<file path="src/rtl/noc_pkg.sv">
// Shared types and helpers for the NoC ingress path.
// Defaults describe the 2-port, 8-bit reference configuration.
package noc_pkg;

  localparam int FLIT_WIDTH_DEFAULT = 8;
  localparam int PORTS_DEFAULT      = 2;

  // Width of the destination field needed to address `ports` crossbar outputs.
  function automatic int dest_w(input int ports);
    return $clog2(ports);
  endfunction

  typedef logic [FLIT_WIDTH_DEFAULT-1:0] flit_t;

  // Destination field sits in the top bits of the flit header.
  localparam int DEST_LSB_DEFAULT = FLIT_WIDTH_DEFAULT - dest_w(PORTS_DEFAULT);

endpackage

</file>
<file path="src/rtl/noc_sync_fifo.sv">
// Generic synchronous FIFO with combinational head output.
// Pushes into a full FIFO and pops from an empty FIFO are ignored.
module noc_sync_fifo #(
  parameter int DEPTH = 4,
  parameter int WIDTH = 8,
  localparam int PW = $clog2(DEPTH),
  localparam int CW = $clog2(DEPTH + 1)
) (
  input  logic             clk,
  input  logic             rst,
  input  logic             wr_en,
  input  logic [WIDTH-1:0] wr_data,
  input  logic             rd_en,
  output logic [WIDTH-1:0] rd_data,
  output logic [CW-1:0]    count,
  output logic             full,
  output logic             empty
);

  localparam logic [CW-1:0] DEPTH_C = CW'(DEPTH);

  logic [WIDTH-1:0] mem_reg [DEPTH];
  logic [PW-1:0]    wr_ptr_reg;
  logic [PW-1:0]    rd_ptr_reg;
  logic [CW-1:0]    count_reg;
  logic [CW-1:0]    count_next;
  logic             push;
  logic             pop;

  assign full  = (count_reg == DEPTH_C);
  assign empty = (count_reg == '0);
  assign push  = wr_en && !full;
  assign pop   = rd_en && !empty;

  always_comb begin
    count_next = count_reg;
    case ({push, pop})
      2'b10:   count_next = count_reg + CW'(1);
      2'b01:   count_next = count_reg - CW'(1);
      default: count_next = count_reg;
    endcase
  end

  always_ff @(posedge clk or posedge rst) begin
    if (rst) begin
      wr_ptr_reg <= '0;
      rd_ptr_reg <= '0;
      count_reg  <= '0;
    end else begin
      if (push) wr_ptr_reg <= wr_ptr_reg + PW'(1);
      if (pop)  rd_ptr_reg <= rd_ptr_reg + PW'(1);
      count_reg <= count_next;
    end
  end

  // Storage is intentionally not reset; the pointers alone define validity.
  genvar gi;
  generate
    for (gi = 0; gi < DEPTH; gi++) begin : g_entry
      always_ff @(posedge clk) begin
        if (push && (wr_ptr_reg == PW'(gi))) mem_reg[gi] <= wr_data;
      end
    end
  endgenerate

  assign rd_data = mem_reg[rd_ptr_reg];
  assign count   = count_reg;

endmodule

</file>
<file path="src/rtl/noc_input_buffer.sv">
// Per-port crossbar ingress: buffers link flits, presents the head flit with its
// decoded destination until granted, and counts cycles spent waiting for a grant.
module noc_input_buffer
  import noc_pkg::*;
#(
  parameter int PORTS    = 2,
  parameter int WIDTH    = 8,
  parameter int DEPTH    = 4,
  parameter int DEST_LSB = WIDTH - dest_w(PORTS),
  parameter int STALL_W  = 8,
  localparam int DW = dest_w(PORTS),
  localparam int CW = $clog2(DEPTH + 1)
) (
  input  logic               clk,
  input  logic               rst,
  input  logic [WIDTH-1:0]   in_data,
  input  logic               in_valid,
  output logic               in_ready,
  output logic [WIDTH-1:0]   xb_data,
  output logic [DW-1:0]      xb_dest,
  output logic               xb_dest_en,
  input  logic               xb_ack,
  output logic [CW-1:0]      count,
  output logic [STALL_W-1:0] stall_cnt
);

  logic [WIDTH-1:0]   head;
  logic               fifo_full;
  logic               fifo_empty;
  logic               push;
  logic               pop;
  logic [STALL_W-1:0] stall_cnt_reg;

  // Backpressure depends only on occupancy, so a same-cycle grant never
  // opens space for the link; space appears the cycle after the pop.
  assign in_ready   = !fifo_full;
  assign xb_dest_en = !fifo_empty;
  assign push       = in_valid && in_ready;
  assign pop        = xb_ack && xb_dest_en;

  noc_sync_fifo #(
    .DEPTH (DEPTH),
    .WIDTH (WIDTH)
  ) u_fifo (
    .clk     (clk),
    .rst     (rst),
    .wr_en   (push),
    .wr_data (in_data),
    .rd_en   (pop),
    .rd_data (head),
    .count   (count),
    .full    (fifo_full),
    .empty   (fifo_empty)
  );

  assign xb_data = xb_dest_en ? head : '0;
  assign xb_dest = xb_dest_en ? head[DEST_LSB +: DW] : '0;

  always_ff @(posedge clk or posedge rst) begin
    if (rst) begin
      stall_cnt_reg <= '0;
    end else if (xb_dest_en && !xb_ack && (stall_cnt_reg != '1)) begin
      stall_cnt_reg <= stall_cnt_reg + STALL_W'(1);
    end
  end

  assign stall_cnt = stall_cnt_reg;

endmodule

</file>
<file path="config.mk">
export PLATFORM = sky130hd
export DESIGN_NAME = noc_input_buffer
export DESIGN_NICKNAME = d
export VERILOG_FILES = /design/src/rtl/noc_pkg.sv /design/src/rtl/noc_sync_fifo.sv /design/src/rtl/noc_input_buffer.sv
export SDC_FILE = /design/constraint.sdc
export NUM_CORES = 1
export LEC_CHECK = 0
export BUFFER_PORTS_ARGS = -buffer_cell sky130_fd_sc_hd__buf_2
export CAP_MARGIN = 25
export CORE_AREA = 2 2 63 65
export CTS_CLUSTER_SIZE = 24
export DETAILED_ROUTE_END_ITERATION = 6
export DIE_AREA = 0 0 65 67
export GPL_TIMING_DRIVEN = 0
export PLACE_DENSITY = 0.81
export SETUP_SLACK_MARGIN = 0.15
export SYNTH_ARGS = -nofsm -noshare
export SYNTH_HDL_FRONTEND = slang
export SYNTH_HIERARCHICAL = 1
export SYNTH_SLANG_ARGS = --single-unit
</file>
<file path="constraint.sdc">
create_clock -name clk -period 4.5 [get_ports clk]
set_input_delay 0.225 -clock clk [delete_from_list [all_inputs] [get_ports clk]]
set_output_delay 0.225 -clock clk [all_outputs]
set_load 0.01 [all_outputs]
</file>
-- Yosys cells after proc, flatten, opt, wreduce, memory -nomap -nowiden
Memories as Yosys holds them, arrays and structs flattened.
Cells that the tools add are included.
W data, S select, Z words.
- add/sub/neg operators: 5
- equal/unequal tests: 7
- multiplexer cells: 20
- reduce and logical (&&, ||, !) cells: 19
- operators by type and width (kind ; number):
    $mux W8 ; 4
    $reduce_or A8 Y1 ; 3
    $mux W1 ; 12
    $logic_and A1 B1 Y1 ; 10
    $add A8 B1 Y8 const B ; 1
    $ne A8 B8 Y1 const B ; 1
    $eq A2 B2 Y1 const B ; 3
    $mux W2 ; 3
    $pmux W3 S2 ; 1
    $add A2 B1 Y2 const B ; 2
    $eq A2 B1 Y1 const B ; 2
    $add A3 B1 Y3 const B ; 1
    $eq A3 B3 Y1 const B ; 1
    $logic_not A1 Y1 ; 3
    $logic_not A3 Y1 ; 1
    $sub A3 B1 Y3 const B ; 1
    $logic_not A2 Y1 ; 1
    $reduce_bool A2 Y1 ; 1
- flip-flop bits (word level): 15
- RAM bits: 32
- input bits: 12
- word-level logic and storage cells: 56
- memories kept: 1
- memory list (name ; depth ; width ; read ports ; clocked after Yosys merged registers in ; write ports ; RTL line ; RTL):
    u_fifo.mem_reg ; 4 ; 8 ; 1 ; 0 ; 1 ; noc_sync_fifo.sv:22 ; logic [WIDTH-1:0] mem_reg [DEPTH];

-- Longest topological paths before layout
Gate-level depths: netlist of the first run.
- depth in word-level cells: 11
- gate-level depth with buffers: 10
- depth with buffers taken out: 10

-- Cells and area by module
The synthesis of the first run kept the hierarchy.
- modules (own cells, without submodules) (module ; instances ; cells an instance ; area an instance (µm²)):
    noc_sync_fifo ; 1 ; 80 ; 1596.5
    noc_input_buffer ; 1 ; 54 ; 524.3

-- Least setup slack after synthesis of the first run
Ideal clock, no wire load.
- path type: register -> register
- start: register u_fifo.count_reg[0], in the netlist u_fifo/count[0]
- end: register u_fifo.count_reg[2], in the netlist u_fifo/count[2]
- library setup time: 0.129 ns
- arrival: 2.198 ns
- setup slack: 2.173 ns
- stages on the path, launching flop included: 11
- path buffers: 1
- period minus slack after synthesis: 2.327 ns
- cell sequence: dfrtp_1 nor3_1 clkbuf_1 nor2b_1 o31a_2 ha_1 inv_1 fa_1 xor2_1 nor2_1 xor2_1
- longest elaborated chain between the ends: 6
- RTL lines (what ; RTL line ; RTL):
    start, declared ; noc_sync_fifo.sv:25 ; logic [CW-1:0] count_reg;
    start signal, assigned ; noc_sync_fifo.sv:52 ; count_reg <= count_next;
    $logic_not A3 Y1 (*) ; noc_sync_fifo.sv:31 ; assign empty = (count_reg == '0);
    net fifo_empty ; noc_input_buffer.sv:29 ; logic fifo_empty;
    $logic_not A1 Y1 (*) ; noc_input_buffer.sv:37 ; assign xb_dest_en = !fifo_empty;
    $logic_and A1 B1 Y1 (*) ; noc_input_buffer.sv:39 ; assign pop = xb_ack && xb_dest_en;
    net pop ; noc_input_buffer.sv:31 ; logic pop;
    $logic_and A1 B1 Y1 (*) ; noc_sync_fifo.sv:33 ; assign pop = rd_en && !empty;
    net u_fifo.pop ; noc_sync_fifo.sv:28 ; logic pop;
    $eq A2 B1 Y1 / $eq A2 B2 Y1 (equally long branches) ; noc_sync_fifo.sv:37 ; case ({push, pop})
    $pmux W3 S2 / $reduce_bool A2 Y1 (equally long branches) ; n/a ;
Mark *: on every way through the listed nets, which the timed path passes. The rest lies on a longest branch.
A chain may end at the register's enable or synchronous reset.

-- Worst setup path after layout of the first run
Same ends and word-level chain as after synthesis.

==> out/qor.csv, run 1 <==
stage,metric,value,unit
clock_network,cts_hold_buf,1,
drt,vias_per_cell,5.411,
pwr,power_leakage,0.9972,nW
clock_network,cts-root-buf,clkbuf_8,
drt,drc_errors,0,
sta,skew,0.005439,ns
floorplan,fp.dieW,65,um
clock_network,cts_setup_buffers,0,
drt,dr_wl_met2,1.792,mm
synthesis,ys_warn_count,6,
synthesis,synth_top_family_by_area,multiplexers,
outcome,status,"complete, no violations",
synthesis,synth_area,0.002121,sq mm
cells_and_area,area_growth,16.40,%
floorplan,start_util,58.81,%
synthesis,synth-simple-area-share,11.74,%
setup_path,slowest_stage,nor3_1,
drt,routed_wl,3.460,mm
sta,drv_slew,0,
setup_path,critPathKind,reg2reg,
cells_and_area,final.fill_count,252,
cells_and_area,mostFrequentLayoutCell,buf_2,
pwr,power_frac_comb,40.2,%
pwr,switching_share,34.24,%
synthesis,synth_top_area_cell,edfxtp_1,
cells_and_area,antenna_cells,0,
pwr,p_sw,0.5680,mW
sta,finalSetupTns,0,ns
setup_path,crit_cells,10,
synthesis,synthCells,134,
drt,topRoutingLayerUsed,met4,
drt,route.vias.total,1212,
setup_path,start_kind,flop,
cells_and_area,fin_nets,194,
floorplan,core-area,0.003606,sq mm
sta,fin_crit_sh,58.31,%
place,hpwl,2.418,mm
synthesis,yosys.area.top_type_share,45.31,%
setup_path,path_buf_inv,2,
floorplan,die_h,67,um
floorplan,die_area,0.004355,sq mm
place,gp_congestion,0.8265,
synthesis,synth_compound_area_share,2.596,%
clock_network,cts.clk_slew.worst_paths,0.09,ns
drt,first_pass_iters,4,
pwr,peakVddDrop,0.0003540,V
floorplan,io_pins,34,
pwr,pwr-share-seq,41.6,%
synthesis,synth_nets,153,
pwr,internal_power,1.091,mW
setup_path,crit_fanout,10,
hold_path,hp-class,in2reg,
run,max_cap_viol_count,0,
cells_and_area,final_util,68.46,%
sta,rsz0062_at_grt,false,
sta,final-setup-viol-count,0,
synthesis,synth_cell_types,34,
synthesis,avgSynthCellArea,15.83,sq um
clock_network,clk_latency,0.30,ns
synthesis,synth_area_leaders,"edfxtp_1 45%, dfrtp_1 18%, mux4_2 8.5%",
place,detailedPlace.worstSlack,1.815,ns
clock_network,cts_tree,done,
setup_path,crit_path_end_kind,flop,
global_route,antenna_found_initial,0,
setup_path,path_cells,nor3_1 -> clkbuf_1 -> nor2b_1 -> o31a_2 -> ha_1 -> inv_1 -> fa_1 -> xor2_1 -> nor2_1 -> xor2_1,
setup_path,cp.arrival,2.81,ns
drt,met1_length,1.399,mm
global_route,grt_max_degree,16,
synthesis,synth-xor-area-share,3.304,%
sta,hold_viol,0,
hold_path,holdPathStages,1,
sta,fin_crit,2.624,ns
global_route,grt_pass1_vias,1256,
cells_and_area,drive_gt1_share,36.36,%
pwr,total_power,1.659,mW
cells_and_area,largest_reg_flops,32,
global_route,grt_pass1_wl,5.878,mm
clock_network,numCtsBuffers,5,
setup_path,slowest_delay,0.52,ns
drt,wl_per_cell,15.45,um
drt,met3WireLength,205,um
floorplan,rows,22,
synthesis,synth_fa_ha_area_share,4.484,%
setup_path,critPathMostFrequentCell,xor2_1,
pwr,power_frac_clock,18.2,%
setup_path,path_delay_family,simple AND/OR/NAND/NOR gates,
clock_network,clockBufferDepth,2,
synthesis,yosys-mux-area-fraction,11.98,%
clock_network,cts_resized,0,
sta,fin_ws,1.876,ns
clock_network,clock_sinks,47,
global_route,grt_use_total,19.05,%
clock_network,cts_htree_levels,2,
drt,ant_nets,0,
setup_path,crit_required,4.69,ns
global_route,grt.overflow.total,0,
synthesis,ys_ff_latch,47,
sta,slew_headroom,61.87,%
setup_path,reg2reg_depth,10,
sta,worstMarginPinSlew,0.5719,ns
synthesis,yosysSeqAreaShare,63.01,%
drt,drtIter0Drc,116,
place,io_buffers,33,
pwr,powerDensity,672.1,mW/mm^2
sta,max_freq,381.1,MHz
cells_and_area,final_cell_mix,"34 x buf_2, 32 x edfxtp_1, 15 x dfrtp_1, 11 x nor2b_1, 11 x inv_1",
metal layers:
layer  global-route usage (%)  up-vias
met5                        0        -
li1                         -      568
met4                    7.181        0
met1                    22.76      598
met2                    32.22       38
met3                    6.250        8
synthesized netlist by cell type:
library cell / instances
ha_1: 6
nand3_2: 1
nor2b_1: 11
buf_2: 1
clkbuf_1: 2
mux2i_1: 1
a21boi_0: 1
dfrtp_1: 15
o31a_2: 1
xor2_1: 4
nor2_1: 3
mux2_4: 2
nand3_1: 2
buf_4: 1
mux4_2: 8
a211oi_1: 1
fa_1: 1
a31oi_1: 1
o21ai_2: 1
nand2_1: 4
inv_1: 11
nor3b_4: 2
and4_2: 1
edfxtp_1: 32
and2_2: 4
mux2_1: 3
o21ai_0: 1
and4_1: 1
nand4_1: 2
xnor2_1: 4
nor2b_4: 1
nor3_1: 2
nand4bb_1: 1
a21oi_1: 2
cells by family after synthesis:
family | count (synthesis)
AO/OA/AOI/OAI | 8
AND/OR/NAND/NOR | 35
XOR/XNOR | 8
flip-flops | 47
buffers and inverters | 15
adder cells (fa/ha/maj) | 7
multiplexers | 14
area by class of cell:
class	count	area (sq um)	area share (%)
sequential	47	1336	54.13
clock inverter	3	43.79	1.774
multi-input combinational	72	723.2	29.30
buffer	4	20.02	0.8109
clock buffer	5	68.82	2.788
inverter	11	41.29	1.673
timing repair buffer	34	175.2	7.096
tap	48	60.06	2.433
stage by stage:
step | hold WS (ns) | area [sq um] | std cells
2_1_floorplan | 0.02840 | 2121 | 134
3_3_place_gp | 0.1746 | 2346 | 215
3_5_place_dp | 0.1810 | 2346 | 215
4_1_cts | 0.1288 | 2469 | 224
5_1_grt | 0.1196 | 2469 | 224
6_report | 0.1352 | 2469 | 224
power groups by stage:
stage / logic (mW) / registers [mW] / clock network (mW)
3_5_place_dp: 0.676 / 0.700 / 0
5_1_grt: 0.741 / 0.711 / 0.326
3_3_place_gp: 0.655 / 0.686 / 0
4_1_cts: 0.679 / 0.690 / 0.308
2_1_floorplan: 0.464 / 0.698 / 0
6_report: 0.667 / 0.691 / 0.301
worst paths after layout:
kind | from | to | slack (ns)
setup / recovery | u_fifo/count[0] | u_fifo/count[2] | 1.88
hold / removal | in_data[7] | u_fifo/mem_reg[3][7] | 0.14
setup reg to reg | u_fifo/count[0] | u_fifo/count[2] | 1.88
hold reg to reg | stall_cnt[0] | stall_cnt[0] | 0.55
max in group asynchronous | rst | stall_cnt[4] | 3.83
min in group asynchronous | rst | u_fifo/rd_ptr_reg[1] | 0.41
(Power assumes the default switching activity.)
==> run 2, diff against run 1 <==
CORE_AREA = 2 2 66 68   (was 2 2 63 65)
DIE_AREA = 0 0 68 70   (was 0 0 65 67)
PLACE_DENSITY = 0.75   (was 0.81)
clock period = 2.6 ns   (was 4.5 ns; I/O delays follow)
==> out/qor.csv, run 2 (same netlist as run 1, synthesis figures left out) <==
stage,metric,value,unit,change
cells_and_area,fin_nets,194,,unchanged
global_route,grt.overflow.total,0,,unchanged
drt,first_pass_iters,4,,unchanged
drt,wl_per_cell,15.15,um,-1.9%
drt,routed_wl,3.455,mm,-0.14%
floorplan,die_area,0.004760,sq mm,+9.3%
setup_path,critPathKind,reg2reg,,
clock_network,cts-root-buf,clkbuf_8,,
place,hpwl,2.512,mm,+3.9%
clock_network,cts_setup_buffers,0,,unchanged
place,place_inst,219,,+1.9%
global_route,grt_use_total,16.27,%,-2.8 points
setup_path,crit_path_end_kind,flop,,
sta,finalSetupTns,0,ns,unchanged
pwr,power_frac_comb,40.6,%,+0.4 points
pwr,pwr-share-seq,41.9,%,+0.3 points
global_route,grt_pass1_wl,5.547,mm,-5.6%
clock_network,cts.clk_slew.worst_paths,0.08,ns,about the same
cells_and_area,area_growth,16.99,%,
floorplan,core-area,0.004144,sq mm,+15%
pwr,p_sw,0.9885,mW,+74%
clock_network,cts_tree,done,,
floorplan,fp.dieW,68,um,+4.6%
sta,drv_slew,0,,unchanged
sta,worstMarginPinSlew,0.5489,ns,-0.02298 ns
cells_and_area,drive_gt1_share,36.93,%,+0.57 points
global_route,grt_max_degree,15,,-1
drt,ant_nets,0,,unchanged
sta,fin_crit,2.318,ns,-0.3055 ns
drt,route.vias.total,1200,,-0.99%
clock_network,clockBufferDepth,2,,unchanged
cells_and_area,final_util,59.87,%,-8.6 points
pwr,switching_share,34.33,%,+0.090 points
global_route,antenna_found_initial,0,,unchanged
global_route,grt_pass1_vias,1205,,-4.1%
floorplan,start_util,51.18,%,-7.6 points
sta,final-setup-viol-count,0,,unchanged
run,max_cap_viol_count,0,,unchanged
floorplan,rows,24,,+9.1%
sta,hold_ws,0.04897,ns,-0.08624 ns
clock_network,numCtsBuffers,5,,unchanged
place,io_buffers,33,,unchanged
setup_path,cp.arrival,2.53,ns,-0.28 ns
pwr,power_leakage,1.002,nW,+0.48%
pwr,internal_power,1.891,mW,+73%
cells_and_area,layoutNonFillerInstCount,228,,+1.8%
sta,skew,0.003938,ns,-0.001502 ns
setup_path,crit_required,2.82,ns,-1.87 ns
pwr,powerDensity,1161,mW/mm^2,+73%
cells_and_area,largest_reg_flops,32,,unchanged
hold_path,hp-class,in2reg,,
outcome,status,"complete, no violations",,
drt,vias_per_cell,5.263,,-2.7%
clock_network,cts_htree_levels,2,,unchanged
cells_and_area,final_cell_mix,"35 x buf_2, 32 x edfxtp_1, 15 x dfrtp_1, 11 x nor2b_1, 11 x inv_1",,
sta,max_freq,431.3,MHz,+13%
place,gp_congestion,0.7733,,-6.4%
sta,slew_headroom,63.40,%,+1.5 points
setup_path,start_kind,flop,,
sta,hold_viol,0,,unchanged
sta,fin_crit_sh,89.17,%,+31 points
pwr,total_power,2.880,mW,+74%
clock_network,clk_latency,0.29,ns,about the same
pwr,peakVddDrop,0.0006731,V,+90%
drt,drc_errors,0,,unchanged
floorplan,io_pins,34,,unchanged
cells_and_area,mostFrequentLayoutCell,buf_2,,
sta,rsz0062_at_grt,false,,
pwr,power_frac_clock,17.6,%,-0.6 points
clock_network,clock_sinks,47,,unchanged
setup_path,crit_fanout,10,,unchanged
cells_and_area,antenna_cells,0,,unchanged
drt,drtIter0Drc,52,,-55%
floorplan,die_h,70,um,+4.5%
==> run 2: cell type report <==
type	count	area, sq um
plain buffers	4	21.27
clock buffers	5	68.82
clock inverters	3	38.79
fillers	318	1663
inverters	11	41.29
multi-input cells	72	734.5
flip-flops and latches	47	1336
well taps	52	65.06
repair buffers	34	175.2
==> run 2: worst paths after layout <==
path / startpoint / to / slack, ns / depth (start not counted)
setup / recovery: u_fifo/count[0] / u_fifo/count[2] / 0.28 / 10
hold / removal: in_data[0] / u_fifo/mem_reg[1][0] / 0.05 / 1
setup reg to reg: u_fifo/count[0] / u_fifo/count[2] / 0.28 / 10
hold reg to reg: stall_cnt[0] / stall_cnt[0] / 0.55 / 1
max in group asynchronous: rst / stall_cnt[4] / 2.00 / 3
min in group asynchronous: rst / u_fifo/count[2] / 0.34 / 3
==> run 2: routing by layer <==
layer	track usage (%)	part of all wire, %	vias up
met4	4.000	0.84	0
met5	0	0	-
met2	26.21	53	33
li1	-	-	565
met1	20.88	42	598
met3	5.797	4.2	4
==> run 2: repair_timing <==
item,in CTS,in global routing
hold buffers,1,0
endpoints found under the setup margin,2,2
resized for setup,2,2
hold endpoints to repair,15,0
==> run 2: metrics by stage <==
step           worst slack, ns  instance area, sq um
2_1_floorplan           0.2729                  2121
3_3_place_gp         0.0004490                  2351
3_5_place_dp          -0.06036                  2351
4_1_cts                 0.2534                  2475
5_1_grt                 0.1568                  2481
6_report                0.2815                  2481
==> run 2: worst max-delay path, stage by stage (launching register included) <==
cell and delay [ns]:
dfrtp_1 0.54, nor3_4 0.11, buf_2 0.21, nor2b_1 0.15, o31a_2 0.19, ha_1 0.19, inv_1 0.06, fa_1 0.37
xor2_1 0.15, nor2_1 0.11, xor2_1 0.16
==> run 2: power groups by stage <==
stage	sequential (mW)	clock, mW	combinational (mW)
after floorplan	1.21	0	0.802
after global placement	1.19	0	1.13
after detailed placement	1.21	0	1.18
after CTS	1.20	0.525	1.19
after global routing	1.23	0.552	1.31
final	1.21	0.506	1.17
